$ cat src/rtl/conv_window_scheduler.sv
// Steps the convolution window over one output feature map with one window in flight,
// and writes each downstream MAC result to the result memory in row-major order.
//
// state | meaning
// IDLE  | waiting for start
// SETUP | anchors and conv_en applied, window buffer output settling
// ISSUE | window presented downstream (win_valid)
// WAIT  | window accepted, waiting for the scalar result
// WRITE | result written, counters and anchors advanced
// DONE  | one-cycle completion pulse
module conv_window_scheduler #(
    parameter int data_width    = 16,
    parameter int image_length  = 4,
    parameter int image_width   = 4,
    parameter int weight_length = 3,
    parameter int weight_width  = 3,
    parameter int stride        = 1,
    parameter int padding       = 0,
    parameter int result_length = (image_length + 2 * padding - weight_length) / stride + 1,
    parameter int result_width  = (image_width + 2 * padding - weight_width) / stride + 1,
    parameter int addr_width    = 8
) (
    input  logic                  clk,
    input  logic                  reset,
    input  logic                  start,
    input  logic                  abort,
    output logic                  conv_en,
    output logic [data_width-1:0] anchor_2D,
    output logic [data_width-1:0] anchor_1D,
    output logic                  win_valid,
    input  logic                  win_ready,
    input  logic                  res_valid,
    input  logic [data_width-1:0] res_data,
    output logic                  res_wr_en,
    output logic [addr_width-1:0] res_addr,
    output logic [data_width-1:0] res_wdata,
    output logic                  busy,
    output logic                  done,
    output logic                  protocol_err
);

    typedef enum logic [2:0] {IDLE, SETUP, ISSUE, WAIT, WRITE, DONE} state_t;

    localparam logic [addr_width-1:0] last_col    = addr_width'(result_length - 1);
    localparam logic [addr_width-1:0] last_row    = addr_width'(result_width - 1);
    localparam logic [data_width-1:0] stride_step = data_width'(stride);
    localparam longint anchor_span = longint'(result_width - 1) * longint'(stride);

    state_t                state;
    logic [addr_width-1:0] row;
    logic [addr_width-1:0] col;
    logic [addr_width-1:0] addr_cnt;

    always_ff @(posedge clk) begin
        if (reset) begin
            state        <= IDLE;
            row          <= '0;
            col          <= '0;
            addr_cnt     <= '0;
            conv_en      <= 1'b0;
            anchor_2D    <= '0;
            anchor_1D    <= '0;
            win_valid    <= 1'b0;
            res_wr_en    <= 1'b0;
            res_addr     <= '0;
            res_wdata    <= '0;
            busy         <= 1'b0;
            done         <= 1'b0;
            protocol_err <= 1'b0;
        end else if (abort && state != IDLE) begin
            // a WRITE cycle has already strobed its write by the time abort is sampled
            state        <= IDLE;
            row          <= '0;
            col          <= '0;
            addr_cnt     <= '0;
            conv_en      <= 1'b0;
            anchor_2D    <= '0;
            anchor_1D    <= '0;
            win_valid    <= 1'b0;
            res_wr_en    <= 1'b0;
            res_addr     <= '0;
            res_wdata    <= '0;
            busy         <= 1'b0;
            done         <= 1'b0;
            protocol_err <= 1'b0;
        end else begin
            done      <= 1'b0;
            res_wr_en <= 1'b0;
            if (res_valid && state != WAIT) begin
                protocol_err <= 1'b1;
            end
            case (state)
                IDLE: begin
                    if (start) begin
                        state        <= SETUP;
                        row          <= '0;
                        col          <= '0;
                        addr_cnt     <= '0;
                        anchor_2D    <= '0;
                        anchor_1D    <= '0;
                        protocol_err <= 1'b0;
                        busy         <= 1'b1;
                        conv_en      <= 1'b1;
                    end
                end
                SETUP: begin
                    state     <= ISSUE;
                    win_valid <= 1'b1;
                end
                ISSUE: begin
                    if (win_ready) begin
                        state     <= WAIT;
                        win_valid <= 1'b0;
                    end
                end
                WAIT: begin
                    if (res_valid) begin
                        state     <= WRITE;
                        res_wr_en <= 1'b1;
                        res_addr  <= addr_cnt;
                        res_wdata <= res_data;
                    end
                end
                WRITE: begin
                    res_addr  <= '0;
                    res_wdata <= '0;
                    addr_cnt  <= addr_cnt + 1'b1;
                    if (row == last_row && col == last_col) begin
                        state     <= DONE;
                        done      <= 1'b1;
                        busy      <= 1'b0;
                        conv_en   <= 1'b0;
                        row       <= '0;
                        col       <= '0;
                        anchor_2D <= '0;
                        anchor_1D <= '0;
                    end else begin
                        state <= SETUP;
                        // anchors track col*stride / row*stride by accumulation
                        if (col == last_col) begin
                            col       <= '0;
                            anchor_1D <= '0;
                            row       <= row + 1'b1;
                            anchor_2D <= anchor_2D + stride_step;
                        end else begin
                            col       <= col + 1'b1;
                            anchor_1D <= anchor_1D + stride_step;
                        end
                    end
                end
                DONE: begin
                    state <= IDLE;
                end
                default: state <= IDLE;
            endcase
        end
    end

    anchor_range: assert property (@(posedge clk) anchor_span < (longint'(1) << data_width));

    win_hold: assert property (@(posedge clk) disable iff (reset)
        (win_valid && !win_ready && !abort) |=> win_valid);

endmodule

$ cat config.mk
export PLATFORM = sky130hd
export DESIGN_NAME = conv_window_scheduler
export DESIGN_NICKNAME = d
export VERILOG_FILES = /design/src/rtl/conv_window_scheduler.sv
export SDC_FILE = /design/constraint.sdc
export NUM_CORES = 1
export LEC_CHECK = 0
export CAP_MARGIN = 40
export CORE_UTILIZATION = 45
export DETAILED_ROUTE_END_ITERATION = 10
export GPL_ROUTABILITY_DRIVEN = 0
export MAX_ROUTING_LAYER = met4
export PLACE_DENSITY = 0.72
export SLEW_MARGIN = 40
export SYNTH_ARGS = -nofsm -noshare
export SYNTH_HDL_FRONTEND = slang
export SYNTH_SLANG_ARGS = --single-unit
$ cat constraint.sdc
create_clock -name clk -period 2.17 [get_ports clk]
set_input_delay 0.651 -clock clk [delete_from_list [all_inputs] [get_ports clk]]
set_output_delay 0.651 -clock clk [all_outputs]
set_load 0.02 [all_outputs]
Word level (Yosys, flattened, before mapping)
Index checks and enable logic that the tools add are counted.

Logic and storage cells: 83. Bits of input ports: 22. Output and inout bits: 62. Flip-flop bits (word level): 88.

Bitwise operators: 2. Muxes and demuxes: 34. Equal/unequal tests: 12. Reductions and logical operators: 17. Add/sub/neg operators: 5.

Operators by type and width (number): $mux W16 (6); $pmux W16 S2 (3); $pmux W8 S2 (4); $mux W8 (6); $add A16 B1 Y16 const B (2); $add A8 B1 Y8 const B (3); $eq A8 B1 Y1 const B (2); $pmux W3 S5 (1); $mux W3 (4); $reduce_and A3 Y1 (3); $mux W1 (8); $ne A2 B2 Y1 const B (4); $eq A3 B2 Y1 const B (2); $reduce_and A2 Y1 (3); $reduce_bool A2 Y1 (3); $reduce_or A3 Y1 (2); $pmux W1 S2 (2); $eq A3 B1 Y1 const B (1); $eq A3 B3 Y1 const B (1); $logic_and A1 B1 Y1 (3); $logic_not A3 Y1 (1); $ne A3 B2 Y1 const B (1); $ne A3 B3 Y1 const B (1); $reduce_bool A3 Y1 (1); other kinds (2) (3).

Depth between registers and ports, before layout
Gate-level depths: netlist (run 1).

Depth after elaboration: 5. Mapped depth: 9. Mapped depth without buffers: 7.

Worst setup path before layout (run 1)
OpenSTA, ideal clock, no wires.

Path type: reg-to-reg. Start: reg state[0]. End: reg anchor_1D[12]. Arrival time: 1.843 ns. Path slack: 0.257 ns. Stages on the path, launching flop included: 8. Path buffers: 3. Required time: 2.100 ns. Period minus slack after synthesis: 1.913 ns. Library setup time: 0.070 ns. Cell sequence: dfxtp_1 > buf_6 > or3b_1 > buf_6 > a21o_1 > buf_6 > or4_1 > a21oi_1.

Cells in the longest elaborated chain, start to end: 3. Elaborated cells on any way between the ends: 9. Classes of those cells: eq/ne (2); mux (1); reduce/logical (6).

Ends and longest elaborated chain: start: declaration (line 49) `state_t state;`; start signal: assignment (line 56) `state <= IDLE;`; start signal: assignment (line 72) `state <= IDLE;`; start signal: assignment (line 95) `state <= SETUP;`; $eq A3 B3 Y1 (tied with other cells) (line 92) `case (state)`; $reduce_bool A2 Y1 (no source line) (tied with other cells); $reduce_and A2 Y1 (no source line) / $reduce_or A2 Y1 (equally long branches); end signal: assignment (line 147) `anchor_1D <= anchor_1D + stride_step;`; end: declaration (line 29) `output logic [data_width-1:0] anchor_1D,`.

Parallel ways exist; a longest one is shown, timed or not. A chain may end at the register's enable or synchronous reset.

Worst setup path in the final report (run 1)
Start: reg anchor_1D[3]. End: out anchor_1D[3].

No word-level cell between the ends.

==> flow_summary.json, run 1 <==
{
  "yosys_most_used_dff": "dfxtp_1",
  "synth_top_family_by_area": "simple AND/OR/NAND/NOR gates",
  "crit_start": "anchor_1D[3]$_SDFFE_PP0P_",
  "rrSetupSlack_ns": 0.12,
  "synth_cells": 449,
  "dpl_cell_area_sq_mm": 0.005015,
  "fin_util": 0.6323,
  "h-tree-depth": 3,
  "cts_setup_buffers": 0,
  "yosys_warnings": 0,
  "tightest_slew_ns": 0.5831,
  "syn_nets": 478,
  "synth_compound_area_frac": 0.1644,
  "synth_top_area_share": 0.4530,
  "dr.pass1.iters": 5,
  "critPathTopFamily": "buffers and inverters",
  "dp.cells": 646,
  "ys_top_cells_by_count": "dfxtp_1 (88), nor2_1 (54), nand2_1 (42)",
  "detail_route.wl_per_cell_microns": 14.15,
  "critPathKind": "flip-flop to primary output",
  "ys_seq_area_frac": 0.4530,
  "slowest_stage": "clkdlybuf4s50_1",
  "io_buffers": 83,
  "ctsRootBufferMaster": "clkbuf_8",
  "grt_pass1_wl_mm": 14.77,
  "hold_viol_final": 0,
  "path_max_fanout": 7,
  "antennaDiodeCount": 0,
  "hp-class": "flip-flop to flip-flop",
  "multi_input_area_sq_mm": 0.001983,
  "drive_gt1_frac": 0.1131,
  "setup_violations": 0,
  "stdcell_area_sq_mm": 0.005248,
  "avgSynthCellArea_sq_um": 8.661,
  "grt_pass1_vias": 3188,
  "max_freq_mhz": 471.1,
  "die_height_microns": 94.96,
  "cp_num_buf_inv": 1,
  "remaining_drc_errors": 0,
  "drt-total-wl_mm": 9.366,
  "yosysMostFrequentCell": "dfxtp_1",
  "io_pins": 84,
  "clk_pin_slew_ns": 0.09,
  "synth_xor_area_frac": 0.04505,
  "numClockSinks": 88,
  "ys_ff_latch": 88,
  "max-slew-margin-rel": 0.6077,
  "cellLeakagePower_nw": 1.855,
  "rows": 33,
  "arrival_ns": 1.47,
  "clk_latency_ns": 0.36,
  "clk_path_buf_depth": 2,
  "grt_start_max_net_pins": 28,
  "fin_cells": 662,
  "required_ns": 1.52,
  "hpwl_mm": 6.566,
  "timing.critical_path.to_type": "primary output",
  "ys_top_cells_by_area": "dfxtp_1 (45%), nor2_1 (5.2%), a21oi_1 (5.1%), nand2_1 (4.1%), xnor2_1 (3.8%)",
  "area_delta_synth_final_pct": 34.94,
  "grtUsageTotal": 0.2153,
  "dieArea_sq_mm": 0.009017,
  "cts_buffers": 9,
  "hold_buffers": 0,
  "nets": 581,
  "synth-simple-area-share": 0.2693,
  "vias_per_cell": 5.591,
  "drtIter0Drc": 125,
  "min_period_ns": 2.123,
  "core_area_sq_mm": 0.008299,
  "die_w_microns": 94.96,
  "drtAntennaViolNets": 0,
  "vias": 3701,
  "power.density_mw_per_mm2": 637.5,
  "slowest_delay_ns": 0.65,
  "synth.distinct_cells": 50,
  "cts_tree": "yes",
  "seqCellArea_sq_mm": 0.001763,
  "fill_cells": 720,
  "gr-total-overflow": 0,
  "r2r-start": "col[1]$_SDFFE_PP0P_",
  "fin_skew_ns": 0.01407,
  "synth_fa_ha_area_frac": 0.02252,
  "synth-edff-count": 0,
  "yosys.area.top_type": "dfxtp_1",
  "antenna_found_initial": 0,
  "start_kind": "flip-flop",
  "start_util": 0.4686,
  "power.ir.vdd_worst_uv": 408.0,
  "rsz0062_at_grt": "false",
  "hp-start": "res_addr[2]$_SDFFE_PP0P_",
  "path_cells": "clkdlybuf4s50_1",
  "synthMuxAreaShare": 0.008687,
  "async_reset_ff_frac": 0,
  "fin_crit_sh": 0.9782,
  "outcome": "complete, no violations",
  "cap_violations": 0,
  "slew_violations": 0,
  "netlist_area_sq_mm": 0.003889
}
-- power breakdown --
| group | switching [mW] | leakage, nW | internal [mW] |
|---|---|---|---|
| clock network | 0.622 | 0.115 | 0.661 |
| logic | 0.223 | 1.03 | 0.183 |
| registers | 0.0195 | 0.710 | 1.64 |
| total | 0.864 | 1.86 | 2.48 |
-- through the flow --
stage	hold slack [ns]	total power [mW]	TNS [ns]	setup WS, ns
6_report	0.4596	3.345	0	0.04734
2_1_floorplan	0.4535	1.909	0	0.2567
3_3_place_gp	0.4445	2.095	-1.108	-0.1673
5_1_grt	0.4763	3.470	0	0.01106
4_1_cts	0.4599	3.368	0	0.01891
3_5_place_dp	0.4463	2.101	-1.407	-0.1867
-- repair_timing --
item | in CTS | in global routing
gates resized for setup | 0 | 4
endpoints found under the setup margin | 0 | 5
endpoints found under the hold margin | 0 | 0
-- layout by cell type, fill, tap and decap left out, types with 2 or more instances in the layout --
cell,n
or2_2,4
a22oi_1,4
nand2_1,42
or4_1,2
a311oi_1,6
a41oi_1,5
nor3b_1,4
clkbuf_8,9
bufinv_16,2
ha_1,7
xnor2_1,17
nand3_1,22
or3_1,3
nor4b_1,3
o21ai_0,17
and3_1,9
inv_1,4
dlymetal6s2s_1,3
and4_1,4
buf_12,3
a22o_1,15
nand3b_1,10
nand4_1,12
a21o_1,3
xor2_1,3
a21oi_1,40
nor3_1,13
clkdlybuf4s50_1,80
nor2_1,54
mux2_2,3
dfxtp_1,87
buf_4,31
a31oi_1,2
or4b_1,2
nor4_1,8
inv_6,3
nand2b_1,2
-- worst min-delay path, delay by kind of cell, from the launching register on --
kind	cells	cell delay (ns)
AO/OA/AOI/OAI	1	0.05
flip-flops	1	0.32
AND/OR/NAND/NOR	1	0.05
-- area by class of cell --
type,instances,share of cell area
clock buffers,9,0.02361
clock inverters,7,0.01907
inverters,4,0.002861
multi-input cells,332,0.3779
flip-flops and latches,88,0.3360
well taps,105,0.02504
repair buffers,117,0.2155
-- registers in the layout (all words and copies together), names as in the netlist --
| name | flops |
|---|---|
| res_addr | 8 |
| done | 1 |
| protocol_err | 1 |
| state | 3 |
| res_wdata | 16 |
| anchor_2D | 16 |
| col | 8 |
| win_valid | 1 |
| addr_cnt | 8 |
| anchor_1D | 16 |
| res_wr_en | 1 |
| row | 8 |
| busy | 1 |
-- worst paths after layout --
| path | end | cells after the start |
|---|---|---|
| max | anchor_1D[3] | 1 |
| min reg2reg | res_addr[2]$_SDFFE_PP0P_ | 2 |
| max reg2reg | anchor_2D[8]$_SDFFE_PP0P_ | 8 |
| min | res_addr[2]$_SDFFE_PP0P_ | 2 |
-- kinds of logic after synthesis --
group | Yosys count
compound gates | 100
xor+xnor | 20
fa+ha+maj | 7
buf+inv | 29
flops | 88
mux | 3
simple gates | 202
-- layer usage --
metal | up-vias | track usage | share of wire
li1 | 1842 | - | -
met1 | 1749 | 0.2714 | 0.47
met2 | 98 | 0.3465 | 0.46
met3 | 12 | 0.03704 | 0.048
met4 | 0 | 0.07576 | 0.014
met5 | - | - | 0
No activity file was read; power rests on OpenSTA's default activity.
==> run 2: changes to the inputs <==
Settings changed: SKIP_LAST_GASP set to 1.
==> results of run 2 <==
The final DEF is identical to that of run 1; final timing and power are the same.
==> run 3: changes to the inputs <==
Settings changed: CORE_UTILIZATION 45 to 25, CTS_CLUSTER_DIAMETER set to 150, CTS_CLUSTER_SIZE set to 25, PLACE_DENSITY 0.72 to not set.
==> run 3 against run 2 <==
Net effect:
- die area is 78% higher
- power is 9.2% higher
- sequential share of layout area is 0.97 points lower
- wire length is 7.2% higher
- first-iteration DRC count is 45% higher
- clock skew is 0.0064 ns lower
- fmax hardly changed
- largest power group unchanged
==> flow_summary.json, run 3 (same netlist as run 1, synthesis figures left out) <==
{
  "outcome": "complete, no violations",
  "fin_cells": 740,
  "setup_violations": 0,
  "arrival_ns": 1.47,
  "min_period_ns": 2.124,
  "power.density_mw_per_mm2": 676.4,
  "antennaDiodeCount": 0,
  "path_max_fanout": 8,
  "fin_hold_ws_ns": 0.4584,
  "gr-total-overflow": 0,
  "clk_latency_ns": 0.34,
  "detail_route.wl_per_cell_microns": 13.56,
  "io_pins": 84,
  "hold_viol_final": 0,
  "remaining_drc_errors": 0,
  "dieArea_sq_mm": 0.01606,
  "rows": 45,
  "critPathKind": "flip-flop to primary output",
  "core_area_sq_mm": 0.01520,
  "hpwl_mm": 6.953,
  "fin_setup_tns_ns": 0,
  "slew_violations": 0,
  "clk_path_buf_depth": 2,
  "area_delta_synth_final_pct": 38.84,
  "ctsRootBufferMaster": "clkbuf_16",
  "drt-total-wl_mm": 10.04,
  "h-tree-depth": 3,
  "tightest_slew_ns": 0.6116,
  "path_cells": "clkdlybuf4s50_1",
  "final_cell_mix": "dfxtp_1 (88), clkdlybuf4s50_1 (83), nor2_1 (54)",
  "timing.critical_path.to_type": "primary output",
  "start_util": 0.2558,
  "cp_num_buf_inv": 1,
  "die_height_microns": 126.7,
  "cellLeakagePower_nw": 1.814,
  "hp-class": "flip-flop to flip-flop",
  "fin_crit_sh": 0.9789,
  "drive_gt1_frac": 0.09964,
  "cap_violations": 0,
  "grt_pass1_vias": 3421,
  "max_freq_mhz": 470.7,
  "final_common_cell": "dfxtp_1",
  "required_ns": 1.52,
  "dp.cells": 724,
  "dpl_cell_area_sq_mm": 0.005094,
  "antenna_found_initial": 0,
  "critPathTopFamily": "buffers and inverters",
  "totalPowerFinal_mw": 3.652,
  "cts_setup_buffers": 0,
  "rsz0062_at_grt": "false",
  "grtUsageTotal": 0.1328,
  "grt_start_max_net_pins": 33,
  "clk_pin_slew_ns": 0.06,
  "cts_buffers": 9,
  "drtAntennaViolNets": 0,
  "cts_tree": "yes",
  "max-slew-margin-rel": 0.5885,
  "post_cts_resized": 0,
  "grt_pass1_wl_mm": 16.70,
  "numClockSinks": 88,
  "stdcell_area_sq_mm": 0.005399,
  "fin_skew_ns": 0.007696,
  "dr.pass1.iters": 5,
  "slowest_delay_ns": 0.66,
  "reg.largest.list": "anchor_1D: 16 flops, anchor_2D: 16 flops, res_wdata: 16 flops",
  "nets": 576,
  "worst_slack_ns": 0.04573,
  "die_w_microns": 126.7,
  "io_buffers": 83,
  "slowest_stage": "clkdlybuf4s50_1",
  "vias": 3618,
  "start_kind": "flip-flop",
  "post-place-ws_ns": -0.1741,
  "power.ir.vdd_worst_uv": 376.0,
  "drtIter0Drc": 181,
  "fin_util": 0.3551,
  "hold_buffers": 0,
  "vias_per_cell": 4.889
}
[run 3: cell types whose count changed in the layout (fill, tap and decap cells not counted), moves of 2 or more]
cell and delta:
dlymetal6s2s_1 -3, clkbuf_16 +9, inv_6 -3, clkbuf_8 -7, clkbuf_1 +2, buf_4 -6, clkdlybuf4s50_1 +3
[run 3: worst paths after layout]
kind / startpoint / to / slack (ns) / cells past startpoint
worst min register to register: res_wdata[12]$_SDFFE_PP0P_ / res_wdata[12]$_SDFFE_PP0P_ / 0.46 / 2
worst min-delay path: res_wdata[12]$_SDFFE_PP0P_ / res_wdata[12]$_SDFFE_PP0P_ / 0.46 / 2
worst max register to register: col[0]$_SDFFE_PP0P_ / anchor_2D[8]$_SDFFE_PP0P_ / 0.16 / 6
worst max-delay path: anchor_1D[5]$_SDFFE_PP0P_ / anchor_1D[5] / 0.05 / 1
[run 3: cell type report]
type / count / area [sq um]
tap: 188 / 235.2
timing repair buffer: 112 / 1099
inverter: 4 / 15.01
sequential: 88 / 1762
multi-input combinational: 332 / 1988
clock buffer: 13 / 260.3
fill: 1552 / 9803
clock inverter: 3 / 40.04
[run 3: report_power, final]
group | switching (mW) | internal (mW) | leakage [nW] | total (mW)
Combinational | 0.228 | 0.183 | 0.954 | 0.411
Clock | 0.625 | 0.952 | 0.150 | 1.58
Sequential | 0.0238 | 1.64 | 0.710 | 1.66
Total | 0.877 | 2.77 | 1.81 | 3.65
[run 3: routing by layer]
layer | GRT usage | vias up | share of wire
li1 | - | 1825 | -
met2 | 0.2054 | 75 | 0.45
met3 | 0.02910 | 12 | 0.040
met4 | 0.05742 | 0 | 0.017
met1 | 0.1666 | 1706 | 0.49
met5 | - | - | 0
